File: config.mk
export PLATFORM = sky130hd
export DESIGN_NAME = shiftreg_3d_driver
export DESIGN_NICKNAME = d
export VERILOG_FILES = /design/src/rtl/shiftreg_drv_pkg.sv /design/src/rtl/shiftreg_drv_fifo.sv /design/src/rtl/shiftreg_3d_driver.sv
export SDC_FILE = /design/constraint.sdc
export NUM_CORES = 1
export LEC_CHECK = 0
export CAP_MARGIN = 20
export CORE_MARGIN = 8
export CORE_UTILIZATION = 51
export CTS_CLUSTER_SIZE = 20
export DETAILED_ROUTE_END_ITERATION = 7
export PLACE_DENSITY = 0.85
export SYNTH_ARGS = -nofsm -noshare
export SYNTH_HDL_FRONTEND = slang
export SYNTH_SLANG_ARGS = --single-unit
File: constraint.sdc
create_clock -name clk -period 3.6 [get_ports clk]
set_clock_uncertainty 0.1 [all_clocks]
set_input_delay 0.9 -clock clk [delete_from_list [all_inputs] [get_ports clk]]
set_output_delay 0.9 -clock clk [all_outputs]
set_load 0.01 [all_outputs]
File: src/rtl/shiftreg_drv_pkg.sv
// Shared types and sizing helpers for the ShiftReg_3d initiator driver.
package shiftreg_drv_pkg;

  typedef enum logic [1:0] {
    IDLE  = 2'd0,
    REQ   = 2'd1,
    STALL = 2'd2,
    ERR   = 2'd3
  } drv_state_e;

  localparam int DEF_DATA_BIT_WIDTH = 8;
  localparam int DEF_FIFO_DEPTH     = 4;
  localparam int DEF_MAX_INFLIGHT   = 3;
  localparam int DEF_TIMEOUT        = 15;

  // Bits needed to hold the values 0..max_val inclusive.
  function automatic int cnt_width(input int max_val);
    return (max_val < 1) ? 1 : $clog2(max_val + 1);
  endfunction

  function automatic int ptr_width(input int depth);
    return (depth < 2) ? 1 : $clog2(depth);
  endfunction

endpackage

File: src/rtl/shiftreg_drv_fifo.sv
// Small first-word-fall-through source buffer with registered full/empty flags.
module shiftreg_drv_fifo
  import shiftreg_drv_pkg::*;
#(
  parameter int DATA_W = DEF_DATA_BIT_WIDTH,
  parameter int DEPTH  = DEF_FIFO_DEPTH
) (
  input  logic              clk,
  input  logic              reset,
  input  logic              i_push,
  input  logic [DATA_W-1:0] i_din,
  input  logic              i_pop,
  output logic [DATA_W-1:0] o_dout,
  output logic              o_full,
  output logic              o_empty_next
);

  localparam int AW = ptr_width(DEPTH);
  localparam int CW = cnt_width(DEPTH);
  localparam logic [CW-1:0] DEPTH_C = CW'(DEPTH);

  logic [DATA_W-1:0] r_mem [DEPTH];
  logic [AW-1:0]     r_wr_ptr;
  logic [AW-1:0]     r_rd_ptr;
  logic [CW-1:0]     r_count;
  logic [CW-1:0]     w_count_next;
  logic              r_full;
  logic              r_empty;
  logic              w_wr_en;
  logic              w_rd_en;

  // A full FIFO refuses pushes even when a pop happens in the same cycle.
  assign w_wr_en      = i_push & ~r_full;
  assign w_rd_en      = i_pop & ~r_empty;
  assign w_count_next = r_count + CW'(w_wr_en) - CW'(w_rd_en);

  assign o_full       = r_full;
  assign o_empty_next = (w_count_next == '0);
  assign o_dout       = r_empty ? '0 : r_mem[r_rd_ptr];

  always_ff @(posedge clk or negedge reset) begin
    if (!reset) begin
      for (int i = 0; i < DEPTH; i++) r_mem[i] <= '0;
    end else if (w_wr_en) begin
      r_mem[r_wr_ptr] <= i_din;
    end
  end

  always_ff @(posedge clk or negedge reset) begin
    if (!reset) begin
      r_wr_ptr <= '0;
      r_rd_ptr <= '0;
      r_count  <= '0;
      r_full   <= 1'b0;
      r_empty  <= 1'b1;
    end else begin
      if (w_wr_en) r_wr_ptr <= r_wr_ptr + AW'(1);
      if (w_rd_en) r_rd_ptr <= r_rd_ptr + AW'(1);
      r_count <= w_count_next;
      r_full  <= (w_count_next == DEPTH_C);
      r_empty <= (w_count_next == '0);
    end
  end

endmodule

File: src/rtl/shiftreg_3d_driver.sv
// Initiator-side driver for the logphy 3-stage delay line: buffers source words,
// issues them with enable/ack under a credit limit and checks the returns.
module shiftreg_3d_driver
  import shiftreg_drv_pkg::*;
#(
  parameter int DATA_BIT_WIDTH = DEF_DATA_BIT_WIDTH,
  parameter int FIFO_DEPTH     = DEF_FIFO_DEPTH,
  parameter int MAX_INFLIGHT   = DEF_MAX_INFLIGHT,
  parameter int TIMEOUT        = DEF_TIMEOUT
) (
  input  logic                                clk,
  input  logic                                reset,
  input  logic                                src_valid_i,
  output logic                                src_ready_o,
  input  logic [DATA_BIT_WIDTH-1:0]           src_data_i,
  output logic                                sr_enable_o,
  input  logic                                sr_enable_ack_i,
  output logic [DATA_BIT_WIDTH-1:0]           sr_d_o,
  input  logic                                sr_valid_i,
  input  logic [DATA_BIT_WIDTH-1:0]           sr_q_i,
  output logic                                dst_valid_o,
  output logic [DATA_BIT_WIDTH-1:0]           dst_data_o,
  output logic [cnt_width(MAX_INFLIGHT)-1:0]  inflight_o,
  output logic                                err_timeout_o,
  output logic                                err_spurious_o
);

  localparam int IW = cnt_width(MAX_INFLIGHT);
  localparam int TW = cnt_width(TIMEOUT);
  localparam logic [IW-1:0] MAX_IF   = IW'(MAX_INFLIGHT);
  localparam logic [TW-1:0] TMO_MAX  = TW'(TIMEOUT);
  localparam logic [TW-1:0] TMO_LAST = TW'(TIMEOUT - 1);

  drv_state_e                r_state;
  drv_state_e                w_state_next;
  logic [IW-1:0]             r_inflight;
  logic [IW-1:0]             w_inflight_next;
  logic [TW-1:0]             r_tmo;
  logic                      r_active;
  logic                      r_dst_valid;
  logic [DATA_BIT_WIDTH-1:0] r_dst_data;
  logic                      r_err_timeout;
  logic                      r_err_spurious;
  logic                      w_full;
  logic                      w_empty_next;
  logic                      w_push;
  logic                      w_pop;
  logic                      w_ret_ok;
  logic                      w_ret_bad;
  logic                      w_tmo_hit;
  logic                      w_have;
  logic                      w_credit;
  logic [DATA_BIT_WIDTH-1:0] w_head;

  shiftreg_drv_fifo #(
    .DATA_W (DATA_BIT_WIDTH),
    .DEPTH  (FIFO_DEPTH)
  ) u_fifo (
    .clk          (clk),
    .reset        (reset),
    .i_push       (w_push),
    .i_din        (src_data_i),
    .i_pop        (w_pop),
    .o_dout       (w_head),
    .o_full       (w_full),
    .o_empty_next (w_empty_next)
  );

  // r_active keeps ready low while reset is held so every output reads 0 then.
  assign src_ready_o = r_active & ~w_full & (r_state != ERR);
  assign w_push      = src_valid_i & src_ready_o;
  assign w_pop       = (r_state == REQ) & sr_enable_ack_i;
  assign w_ret_ok    = sr_valid_i & (r_inflight != '0);
  assign w_ret_bad   = sr_valid_i & (r_inflight == '0);
  assign w_tmo_hit   = (r_inflight != '0) & ~sr_valid_i & (r_tmo == TMO_LAST);

  assign w_inflight_next = r_inflight + IW'(w_pop) - IW'(w_ret_ok);
  // Decisions look at post-edge occupancy and credits so a same-cycle push or return counts.
  assign w_have   = ~w_empty_next;
  assign w_credit = (w_inflight_next < MAX_IF);

  assign sr_enable_o    = (r_state == REQ);
  assign sr_d_o         = w_head;
  assign dst_valid_o    = r_dst_valid;
  assign dst_data_o     = r_dst_data;
  assign inflight_o     = r_inflight;
  assign err_timeout_o  = r_err_timeout;
  assign err_spurious_o = r_err_spurious;

  always_comb begin
    w_state_next = r_state;
    case (r_state)
      IDLE: begin
        if (w_have) w_state_next = w_credit ? REQ : STALL;
      end
      REQ: begin
        if (w_pop) begin
          if (!w_have)       w_state_next = IDLE;
          else if (w_credit) w_state_next = REQ;
          else               w_state_next = STALL;
        end
      end
      STALL: begin
        if (w_credit) w_state_next = REQ;
      end
      default: w_state_next = ERR;
    endcase
    if (w_tmo_hit) w_state_next = ERR;
  end

  always_ff @(posedge clk or negedge reset) begin
    if (!reset) begin
      r_state        <= IDLE;
      r_inflight     <= '0;
      r_tmo          <= '0;
      r_active       <= 1'b0;
      r_dst_valid    <= 1'b0;
      r_dst_data     <= '0;
      r_err_timeout  <= 1'b0;
      r_err_spurious <= 1'b0;
    end else begin
      r_state     <= w_state_next;
      r_inflight  <= w_inflight_next;
      r_active    <= 1'b1;
      r_dst_valid <= w_ret_ok;
      if (w_ret_ok) r_dst_data <= sr_q_i;
      // Saturating so a stuck transfer cannot wrap the counter.
      if ((r_inflight == '0) || sr_valid_i) r_tmo <= '0;
      else if (r_tmo != TMO_MAX)            r_tmo <= r_tmo + TW'(1);
      if (w_tmo_hit) r_err_timeout  <= 1'b1;
      if (w_ret_bad) r_err_spurious <= 1'b1;
    end
  end

endmodule
==> results.json, run 1 <==
{
  "ys_seq_area_frac": 0.549,
  "place_inst": 308,
  "synth_cell_types": 37,
  "synth_flop_cell": "dfrtp_1",
  "ant_nets": 0,
  "cts_tree": "built",
  "core_area_mm2": 0.00541,
  "met3_usage": 0.0316,
  "ys_ff_latch": 61,
  "grt_util_all_layers": 0.140,
  "hold_path.class": "flip-flop to flip-flop",
  "grt_pass1_vias": 1863,
  "final.period_utilization": 0.903,
  "min-delay-start": "err_spurious_o$_DFFE_PN0P_",
  "busiest_layer": "met2",
  "via_count": 1688,
  "gr-usage-met2": 0.223,
  "status": "finished, final reports clean",
  "endpoint_kind": "output pin",
  "post_drt_wl_per_cell_um": 16.2,
  "powerDensity_mw_per_mm2": 407,
  "async_flop_share": 1.00,
  "dieHeight_um": 89.9,
  "synth_top_area_frac": 0.539,
  "n_antenna_cell": 0,
  "rows": 27,
  "drc": 0,
  "fin_setup_tns_ns": 0,
  "layout.nets": 279,
  "tightestPinTransition_ns": 0.597,
  "num_io_pins": 44,
  "hold_violations": 0,
  "syn_avg_cell_area_um2": 14.4,
  "htreeDepth": 3,
  "rsz0062_at_grt": "false",
  "drt_first_pass_iters": 4,
  "place_congestion": 0.720,
  "max_cap_violations": 0,
  "fin_util": 0.657,
  "relSlewSlack": 0.601,
  "routed_wl_um": 5260,
  "irDropWorstVdd_mv": 0.294,
  "port_buffers": 43,
  "dr.first_iter.drc_count": 61,
  "synthCells": 193,
  "arrival_ns": 2.25,
  "total_power_mw": 1.45,
  "p_leak_nw": 1.72,
  "initial_core_util": 0.515,
  "timing.rr.start": "u_fifo.r_empty$_DFF_PN1_",
  "ys_warn_count": 0,
  "antenna_found_initial": 0,
  "synth.net_count": 225,
  "clkTransAtPathRegs_ns": 0.06,
  "dieArea_mm2": 0.00808,
  "fp.dieW_um": 89.9,
  "fin_crit_ns": 3.25,
  "hold_buffers": 0,
  "timing.fmax_mhz": 308,
  "grt_pass1_wl_um": 9120,
  "layout-drive-gt1-share": 0.317,
  "stdcell_count": 324,
  "grt_max_degree": 28,
  "startpoint": "u_fifo.r_rd_ptr[0]$_DFFE_PN0P_",
  "slew_violations": 0,
  "path_max_fanout": 10,
  "synth_area_leaders": "dfrtp_1 (54%), mux2_2 (17%), mux4_2 (6.5%)",
  "hold_ws_ns": 0.369,
  "overflow": 0,
  "areaGrowthSynthToFinish_pct": 27.6,
  "cts.sinks": 61,
  "synthesis.area_mm2": 0.00279,
  "worstSetupPathType": "flip-flop to output pin",
  "post-cts-setup-buffers": 0,
  "clockRootBuffer": "clkbuf_8",
  "worstPathRequired_ns": 2.60,
  "start_kind": "flip-flop",
  "dpl.hpwl_um": 3750,
  "setup_violations": 0,
  "avgViaCountPerCell": 5.21,
  "synth_edf_count": 0,
  "post_cts_resized": 0,
  "clk_latency_ns": 0.33,
  "clockBufferDepth": 2,
  "grtUsageMet1": 0.172,
  "cts_buffers": 9,
  "synth_top_area_cell": "dfrtp_1"
}
[metrics by stage]
stage | worst slack [ns] | area (um2)
floorplan | 0.696 | 2790
finish | 0.348 | 3550
global route | 0.213 | 3550
CTS | 0.291 | 3550
detailed placement | 0.140 | 3310
global placement | 0.164 | 3310
[layout make-up]
cell class / count / area, um2
Clock buffer: 13 / 179
Clock inverter: 3 / 65.1
Fill cell: 409 / 1850
Inverter: 12 / 45.0
Multi-Input combinational cell: 117 / 1200
Sequential cell: 61 / 1530
Tap cell: 72 / 90.1
Timing Repair Buffer: 46 / 448
[sequential cells by signal (all words and copies together), names as in the netlist]
register and flops:
u_fifo.r_rd_ptr 2, err_spurious_o 1, r_state 2, r_tmo 4
err_timeout_o 1, u_fifo.r_count 3, r_active 1, u_fifo.r_empty 1
dst_data_o 8, dst_valid_o 1, inflight_o 2, u_fifo.o_full 1
u_fifo.r_mem 32, u_fifo.r_wr_ptr 2
[cells by family (layout without fill, tap and decap cells)]
group / count (synthesis) / after routing / share of synthesized area
fa+ha+maj: 11 / 11 / 0.0521
buf+inv: 15 / 74 / 0.0211
compound gates: 11 / 11 / 0.0324
flops: 61 / 61 / 0.549
xor+xnor: 6 / 6 / 0.0296
simple gates: 39 / 39 / 0.0845
mux: 49 / 49 / 0.230
other cells: 1 / 1 / 0.00135
[path summary, 6_finish.rpt]
| path | endpoint | slack (ns) | cells past startpoint |
|---|---|---|---|
| setup / recovery | sr_d_o[4] | 0.35 | 3 |
| hold / removal | err_spurious_o$_DFFE_PN0P_ | 0.37 | 1 |
| setup reg to reg | r_state[1]$_DFFE_PN0P_ | 0.85 | 9 |
| hold reg to reg | err_spurious_o$_DFFE_PN0P_ | 0.37 | 1 |
| max in group asynchronous | u_fifo.r_empty$_DFF_PN1_ | 2.28 | 2 |
| min in group asynchronous | u_fifo.r_mem[25]$_DFFE_PN0P_ | 0.39 | 1 |
[report_power, final]
part	switching, mW	internal [mW]	total, mW
Sequential	0.000107	0.686	0.686
Clock	0.252	0.464	0.716
Combinational	0.0219	0.0220	0.0440
[worst max-delay path: stages (launching register included)]
cell	delay (ns)
dfrtp_1	0.72
mux4_2	0.58
nor2b_1	0.14
clkdlybuf4s50_1	0.48
[Yosys cell counts, drive strengths merged, types with 2 or more instances]
cell   count
ha        10
dfrtp     60
buf        2
nor2b     12
mux4       8
mux2      41
inv       12
xnor2      3
nor2       7
nand2      5
nor3       2
nand3      7
[metal layers]
metal  part of all wire  wire length [um]
met4              0.021               109
met2               0.51              2660
met5                  0                 0
met1               0.44              2320
met3              0.032               169
[placed cells by master (no fill, tap or decap), types with 2 or more instances in the layout]
| cell | netlist | routed |
|---|---|---|
| mux4_2 | 8 | 8 |
| bufinv_16 | 0 | 2 |
| inv_1 | 12 | 12 |
| mux2_2 | 41 | 41 |
| clkbuf_8 | 0 | 13 |
| nand2_1 | 5 | 5 |
| nand3_2 | 4 | 4 |
| buf_4 | 0 | 3 |
| xnor2_1 | 3 | 3 |
| nor3_1 | 2 | 2 |
| nor2_1 | 7 | 7 |
| nor2b_1 | 12 | 12 |
| clkdlybuf4s50_1 | 0 | 42 |
| ha_1 | 10 | 10 |
| dfrtp_1 | 60 | 60 |
| nand3_1 | 3 | 3 |
Power figures use the tool's default switching activity.
==> inputs of run 2 (changes only) <==
--- a/config.mk
+++ b/config.mk
@@ -6,7 +6,6 @@
 export NUM_CORES = 1
 export LEC_CHECK = 0
 export CAP_MARGIN = 20
-export CORE_MARGIN = 8
 export CORE_UTILIZATION = 51
 export CTS_CLUSTER_SIZE = 20
 export DETAILED_ROUTE_END_ITERATION = 7
==> run 2 against run 1 <==
Maximum frequency hardly changed; sequential share of layout area is 0.12 points lower; final cell count is 0.62% lower; routed wire length is 5.4% lower; critical path type unchanged.
==> results.json, run 2 (synthesized netlist as in run 1, its figures left out) <==
{
  "worstSetupPathType": "flip-flop to output pin",
  "cpPeakStageDelay_ns": 0.72,
  "place_congestion": 0.794,
  "fp.dieW_um": 75.9,
  "initial_core_util": 0.538,
  "postPlaceCellArea_mm2": 0.00330,
  "drc": 0,
  "cts_tree": "built",
  "path_delay_family": "flip-flops",
  "n_antenna_cell": 0,
  "largest_register": "u_fifo.r_mem",
  "grt_pass1_vias": 1756,
  "fin_crit_ns": 3.25,
  "grt_pass1_wl_um": 8490,
  "cts_buffers": 9,
  "r2r-end": "r_state[1]$_DFFE_PN0P_",
  "path_max_fanout": 10,
  "port_buffers": 43,
  "post-cts-setup-buffers": 0,
  "cts.sinks": 61,
  "rsz0062_at_grt": "false",
  "post_cts_resized": 0,
  "timing.rr.start": "u_fifo.r_empty$_DFF_PN1_",
  "powerDensity_mw_per_mm2": 405,
  "grt_util_all_layers": 0.195,
  "final_cell_mix": "dfrtp_1 (60), clkdlybuf4s50_1 (42), mux2_2 (41)",
  "ant_nets": 0,
  "cp_slowest_cell": "dfrtp_1",
  "slew_violations": 0,
  "crit_buf_inv": 1,
  "rows": 26,
  "dieHeight_um": 75.9,
  "arrival_ns": 2.25,
  "endpoint_kind": "output pin",
  "timing.fmax_mhz": 307,
  "max_cap_violations": 0,
  "areaGrowthSynthToFinish_pct": 27.9,
  "status": "finished, final reports clean",
  "dpl.hpwl_um": 3370,
  "htreeDepth": 3,
  "dieArea_mm2": 0.00576,
  "post_drt_wl_per_cell_um": 15.5,
  "clockBufferDepth": 2,
  "via_count": 1667,
  "hold_violations": 0,
  "clockRootBuffer": "clkbuf_8",
  "design_area_mm2": 0.00356,
  "final_common_cell": "dfrtp_1",
  "num_io_pins": 44,
  "routed_wl_um": 4980,
  "p_leak_nw": 1.72,
  "start_kind": "flip-flop",
  "r2r_slack_ns": 0.81,
  "final.period_utilization": 0.904,
  "reg2regPathDepth": 9,
  "antenna_found_initial": 0,
  "hold_ws_ns": 0.345,
  "relSlewSlack": 0.604,
  "layout.nets": 279,
  "setup_violations": 0,
  "worstPathRequired_ns": 2.60,
  "hold_path.class": "primary input to async pin",
  "fin_setup_tns_ns": 0,
  "irDropWorstVdd_mv": 0.281,
  "startpoint": "u_fifo.r_rd_ptr[0]$_DFFE_PN0P_",
  "avgViaCountPerCell": 5.18,
  "grt_max_degree": 48,
  "clkTransAtPathRegs_ns": 0.07,
  "layout-drive-gt1-share": 0.317,
  "core_area_mm2": 0.00517,
  "total_power_mw": 1.44,
  "clk_latency_ns": 0.32,
  "drt_first_pass_iters": 3,
  "overflow": 0,
  "largest_reg_flops": 32,
  "dr.first_iter.drc_count": 53,
  "cp_cell_sequence": "mux4_2 > nor2b_1 > clkdlybuf4s50_1",
  "tightestPinTransition_ns": 0.594,
  "hold_buffers": 0
}
==> run 2: cell count changes in the layout (fill, tap and decap cells not counted) <==
cell    before  now
buf_12       0    1
buf_4        3    2
==> run 2: how the worst max path moves through the flow <==
stage	endpoint	slack, ns	cells after the start
2_1_floorplan	r_state[1]$_DFFE_PN0P_	0.70	9
3_3_place_gp	r_state[1]$_DFFE_PN0P_	0.17	10
3_5_place_dp	r_state[1]$_DFFE_PN0P_	0.1	10
4_1_cts	sr_d_o[0]	0.30	3
5_1_grt	sr_d_o[7]	0.22	3
6_report	sr_d_o[0]	0.35	3
==> run 2: area by class of cell <==
cell class / count / area [um2]
clock buffer: 13 / 179
timing repair buffer: 46 / 460
tap: 70 / 87.6
inverter: 12 / 45.0
fill: 364 / 1610
clock inverter: 3 / 65.1
multi-input combinational: 117 / 1200
sequential: 61 / 1530
==> run 2: metrics by stage <==
stage                     instances  setup slack (ns)  utilization
final                           322             0.345        0.689
after global routing            322             0.219        0.689
after CTS                       321             0.301        0.685
after detailed placement        305            0.0967        0.638
after global placement          305             0.167        0.638
after floorplan                 193             0.696            -
==> run 2: report_power, final <==
group	internal, mW	switching [mW]
Sequential	0.686	0.000152
Clock	0.464	0.245
Combinational	0.0235	0.0224
==> run 2: layer usage <==
metal  part of all wire  global-route usage  up-vias  wire [um]
li1                   -                   -      786          -
met5                  0                   0        -          0
met2               0.51               0.318       31       2530
met3              0.023              0.0434        7        116
met1               0.45               0.245      843       2250
met4              0.016               0.104        0         82
==> edit 1, RTL diff (settings of run 1) <==
The 4 states of `drv_state_e` get a one-hot encoding in 4 bits.
--- a/src/rtl/shiftreg_drv_pkg.sv
+++ b/src/rtl/shiftreg_drv_pkg.sv
@@ -1,11 +1,11 @@
 // Shared types and sizing helpers for the ShiftReg_3d initiator driver.
 package shiftreg_drv_pkg;
 
-  typedef enum logic [1:0] {
-    IDLE  = 2'd0,
-    REQ   = 2'd1,
-    STALL = 2'd2,
-    ERR   = 2'd3
+  typedef enum logic [3:0] {
+    IDLE  = 4'b0001,
+    REQ   = 4'b0010,
+    STALL = 4'b0100,
+    ERR   = 4'b1000
   } drv_state_e;
 
   localparam int DEF_DATA_BIT_WIDTH = 8;
Check against the original RTL: same outputs for any inputs over 10 cycles, from zero or initial values and one cycle with reset low; not proved beyond that.
==> edit 1 against run 1 <==
Wire length grew 13%. Worst hold slack got worse by 0.0041 ns. Worst setup slack got worse by 0.068 ns. Power shrank 5.5%. Design area up 7.9%. Cell count is 8.0% higher. Register-to-register slack worse by 0.43 ns. Global-route usage is 1.6 points higher. Fmax is 2.1% lower. Sequential share of layout area down 1.8 points. Synthesized area is 12% higher. Critical path depth increased by 10. Sequential cell count rose by 2.
==> edit 1: results (changes against run 1) <==
* H-tree depth at 3 (unchanged)
* Sw frac at 22.4% (was 18.9%)
* Placer Congestion at 0.871 (was 0.720)
* Vias in the first global route at 2144 (was 1863)
* GRT Overall Usage at 15.6% (was 14.0%)
* Worst r2r src: r_state[1] (was u_fifo.r_empty)
* Core area at 0.00592 mm² (was 0.00541 mm²)
* Via Count at 1873 (was 1688)
* Outcome: finished, final reports clean (unchanged)
* Async set or reset register ratio after synthesis at 100% (unchanged)
* Netlist cell types at 45 (was 37)
* Port bufs at 43 (unchanged)
* Commonest cells in the netlist: dfrtp_1, mux2_4, inv_1 (was dfrtp_1, mux2_2, inv_1, nor2b_1, ha_1)
* LEAKAGE at 0.00187 µW (was 0.00172 µW)
* Later-pin clock latency in the skew report at 0.35 ns (was 0.33 ns)
* VDD IR max at 0.305 mV (was 0.294 mV)
* Max reg flops at 32 (unchanged)
* CP max-delay cell: clkdlybuf4s50_1 (was dfrtp_1)
* Filler cell count at 440 (was 409)
* Root buf cell: clkbuf_8 (unchanged)
* First-pass GRT wire length at 10400 µm (was 9120 µm)
* R2r setup slk at 0.42 ns (was 0.85 ns)
* Maximum fanout along the worst path at 5 (was 10)
* Hpwl dp at 4190 µm (was 3750 µm)
* Routed WL at 5960 µm (was 5260 µm)
* Final setup viols at 0 (unchanged)
* Crit path largest cell delay at 0.48 ns (was 0.72 ns)
* Register area share after synthesis at 50.4% (was 54.9%)
* Initial drt markers at 69 (was 61)
* Mapped Nets at 246 (was 225)
* Largest register by flop count: u_fifo.r_mem (unchanged)
* R2r worst-path depth at 15 (was 9)
* Largest net degree at the start of global routing at 64 (was 28)
* Worst path arrival time at 3.44 ns (was 2.25 ns)
* Top_reg_cell synth: dfrtp_1 (unchanged)
* Layout cells sized above 1 at 30.2% (was 31.7%)
* NumNets Final at 302 (was 279)
* Worst hold slack at 0.365 ns (was 0.369 ns)
* Top cells by area, synth: dfrtp_1, mux2_4, mux4_2 (was dfrtp_1, mux2_2, mux4_2)
* Reg2reg end: r_state[2] (was r_state[1])
* Tightest Pin Transition at 0.777 ns (was 0.597 ns)
* Setup bufs post-CTS at 0 (unchanged)
-- edit 1: changes by cell type after synthesis, moves of 3 or more --
cell / run 1 / this run
a21oi_1: 0 / 3
mux2_2: 41 / 8
mux2_4: 0 / 32
nand2_8: 0 / 4
nand3_2: 4 / 0
nor2_1: 7 / 10
o21ai_0: 0 / 3
-- edit 1: worst max path at each step --
stage                        from         end  slack [ns]
2_1_floorplan     sr_enable_ack_i  r_state[2]        0.60
3_3_place_gp      sr_enable_ack_i  r_state[2]        0.08
3_5_place_dp      sr_enable_ack_i  r_state[2]       -0.11
4_1_cts        u_fifo.r_rd_ptr[0]   sr_d_o[4]        0.24
5_1_grt           sr_enable_ack_i  r_state[2]        0.11
6_report          sr_enable_ack_i  r_state[2]        0.28
-- edit 1: logic make-up (layout without fill, tap and decap cells) --
group                    count (synthesis)  after routing  synth area share [%]
flip-flops                              63             63                  50.4
AND/OR/NAND/NOR                         49             49                  11.3
multiplexers                            48             48                  24.0
AO/OA/AOI/OAI                           18             18                  4.23
buffers and inverters                   18             79                  2.76
adder cells (fa/ha/maj)                 11             11                  4.63
XOR/XNOR                                 6              6                  2.64
other                                    1              1                 0.120
-- edit 1: final cells by class --
class	count	area [µm²]	share of cell area (%)
clock buffer	15	166	4.34
sequential	63	1580	41.2
timing repair buffer	49	470	12.3
tap	75	93.8	2.45
inverter	14	52.6	1.37
multi-input combinational	133	1470	38.3
clock inverter	1	5.00	0.131
-- edit 1: metrics by stage --
step	area [µm²]	cells	total power [µW]	setup slack (ns)	util (%)
floorplan	3130	214	786	0.603	-
global placement	3660	334	832	0.0771	61.9
detailed placement	3660	334	838	-0.108	61.9
CTS	3830	350	1390	0.244	64.8
global route	3830	350	1440	0.113	64.8
finish	3830	350	1370	0.280	64.8
-- edit 1: layer usage --
metal	part of all wire, %	wire (µm)	GRT usage, %
met1	43	2570	17.9
met2	47	2790	23.4
met3	8.7	520	8.89
met4	1.5	88	6.34
met5	0	0	0
-- edit 1: power by group through the flow --
stage,sequential [µW],combinational [µW],clock (µW)
floorplan,745,41.1,0
global placement,748,84.4,0
detailed placement,750,87.4,0
CTS,737,88.5,567
global route,737,97.4,601
finish,736,86.7,544
-- edit 1: worst max-delay path, delay by kind of cell --
family | cells | cell delay (ns)
compound gates | 3 | 0.69
xor+xnor | 1 | 0.25
fa+ha+maj | 3 | 0.73
buf+inv | 3 | 0.57
simple gates | 3 | 0.29
==> edit 2, RTL diff (config.mk and constraints of run 1) <==
Without the edit above. Set the package constant `DEF_DATA_BIT_WIDTH` to 6 (it was 8).
--- a/src/rtl/shiftreg_drv_pkg.sv
+++ b/src/rtl/shiftreg_drv_pkg.sv
@@ -8,7 +8,7 @@
     ERR   = 2'd3
   } drv_state_e;
 
-  localparam int DEF_DATA_BIT_WIDTH = 8;
+  localparam int DEF_DATA_BIT_WIDTH = 6;
   localparam int DEF_FIFO_DEPTH     = 4;
   localparam int DEF_MAX_INFLIGHT   = 3;
   localparam int DEF_TIMEOUT        = 15;
Interface: changed (resized dst_data_o, sr_d_o, sr_q_i and src_data_i); port bits go from 44 to 36. The function was not compared with the original's and may differ.
==> edit 2 against run 1 <==
Sequential cell count is 10 lower. Worst setup slack better by 0.089 ns. Die area is 13% lower. Wire length is 13% lower. Critical path type unchanged. Synthesized area is 15% lower. Design area is 19% lower.
Power is not compared: it rests on default switching activity, and its combinational part moved more than twofold at a synthesized area within 25%.
==> edit 2: results (changes against run 1) <==
* Later-pin clock latency in the skew report at 0.30 ns (was 0.33 ns)
* Met3 WL at 185 µm (was 169 µm)
* Top cells by area, synth: dfrtp_1, mux2_2, mux4_2 (unchanged)
* Post-synthesis xor/xnor area fraction at 3.49% (was 2.96%)
* GR Util met1 at 17.3% (was 17.2%)
* NumNets Final at 238 (was 279)
* Layout cells sized above 1 at 26.1% (was 31.7%)
* Multiplexer share of the synthesized area at 20.5% (was 23.0%)
* Fin area at 0.00288 mm² (was 0.00355 mm²)
* Register area share after synthesis at 54.0% (was 54.9%)
* Tightest Pin Transition at 0.878 ns (was 0.597 ns)
* Post-synthesis cell count at 168 (was 193)
* Max reg flops at 24 (was 32)
* CTS clk-pin slew, worst paths at 0.09 ns (was 0.06 ns)
* GRT Overall Usage at 13.9% (was 14.0%)
* Routed WL at 4600 µm (was 5260 µm)
* GR Layer Usage met2 at 21.8% (was 22.3%)
* Vias in the first global route at 1632 (was 1863)
* Cts bufs inserted at 5 (was 9)
* Filler cell count at 339 (was 409)
* Worst slack at placement at 0.235 ns (was 0.140 ns)
* Outcome: finished, final reports clean (unchanged)
* Post-DP Area at 0.00278 mm² (was 0.00331 mm²)
* Worst path arrival time at 2.16 ns (was 2.25 ns)
* Crit path largest cell delay at 0.66 ns (was 0.72 ns)
[edit 2: changes by cell type in the layout (fill, tap and decap cells not counted), sizes merged, moves of 2 or more]
cell                  run 1  this run
nor2b                    12         8
dfrtp                    60        50
clkdlybuf4s50            42        34
clkbuf                   13         8
mux2                     41        31
mux4                      8         6
a21oi                     0         2
bufinv                    2         0
[edit 2: layout make-up]
class,count,area share [%]
repair buffers,37,12.5
inverters,11,1.43
clock buffers,8,3.48
well taps,52,2.26
flip-flops and latches,51,44.4
multi-input cells,104,36.0
[edit 2: final timing paths]
kind                                    start  slack, ns  cells past startpoint                to
min in group asynchronous               reset       0.61                      1  u_fifo.r_mem[17]
max                        u_fifo.r_rd_ptr[0]       0.44                      3         sr_d_o[0]
max reg2reg                    u_fifo.r_empty       0.94                      9        r_state[0]
min reg2reg                     err_timeout_o       0.37                      1     err_timeout_o
min                             err_timeout_o       0.37                      1     err_timeout_o
max in group asynchronous               reset       2.07                      2    u_fifo.r_empty
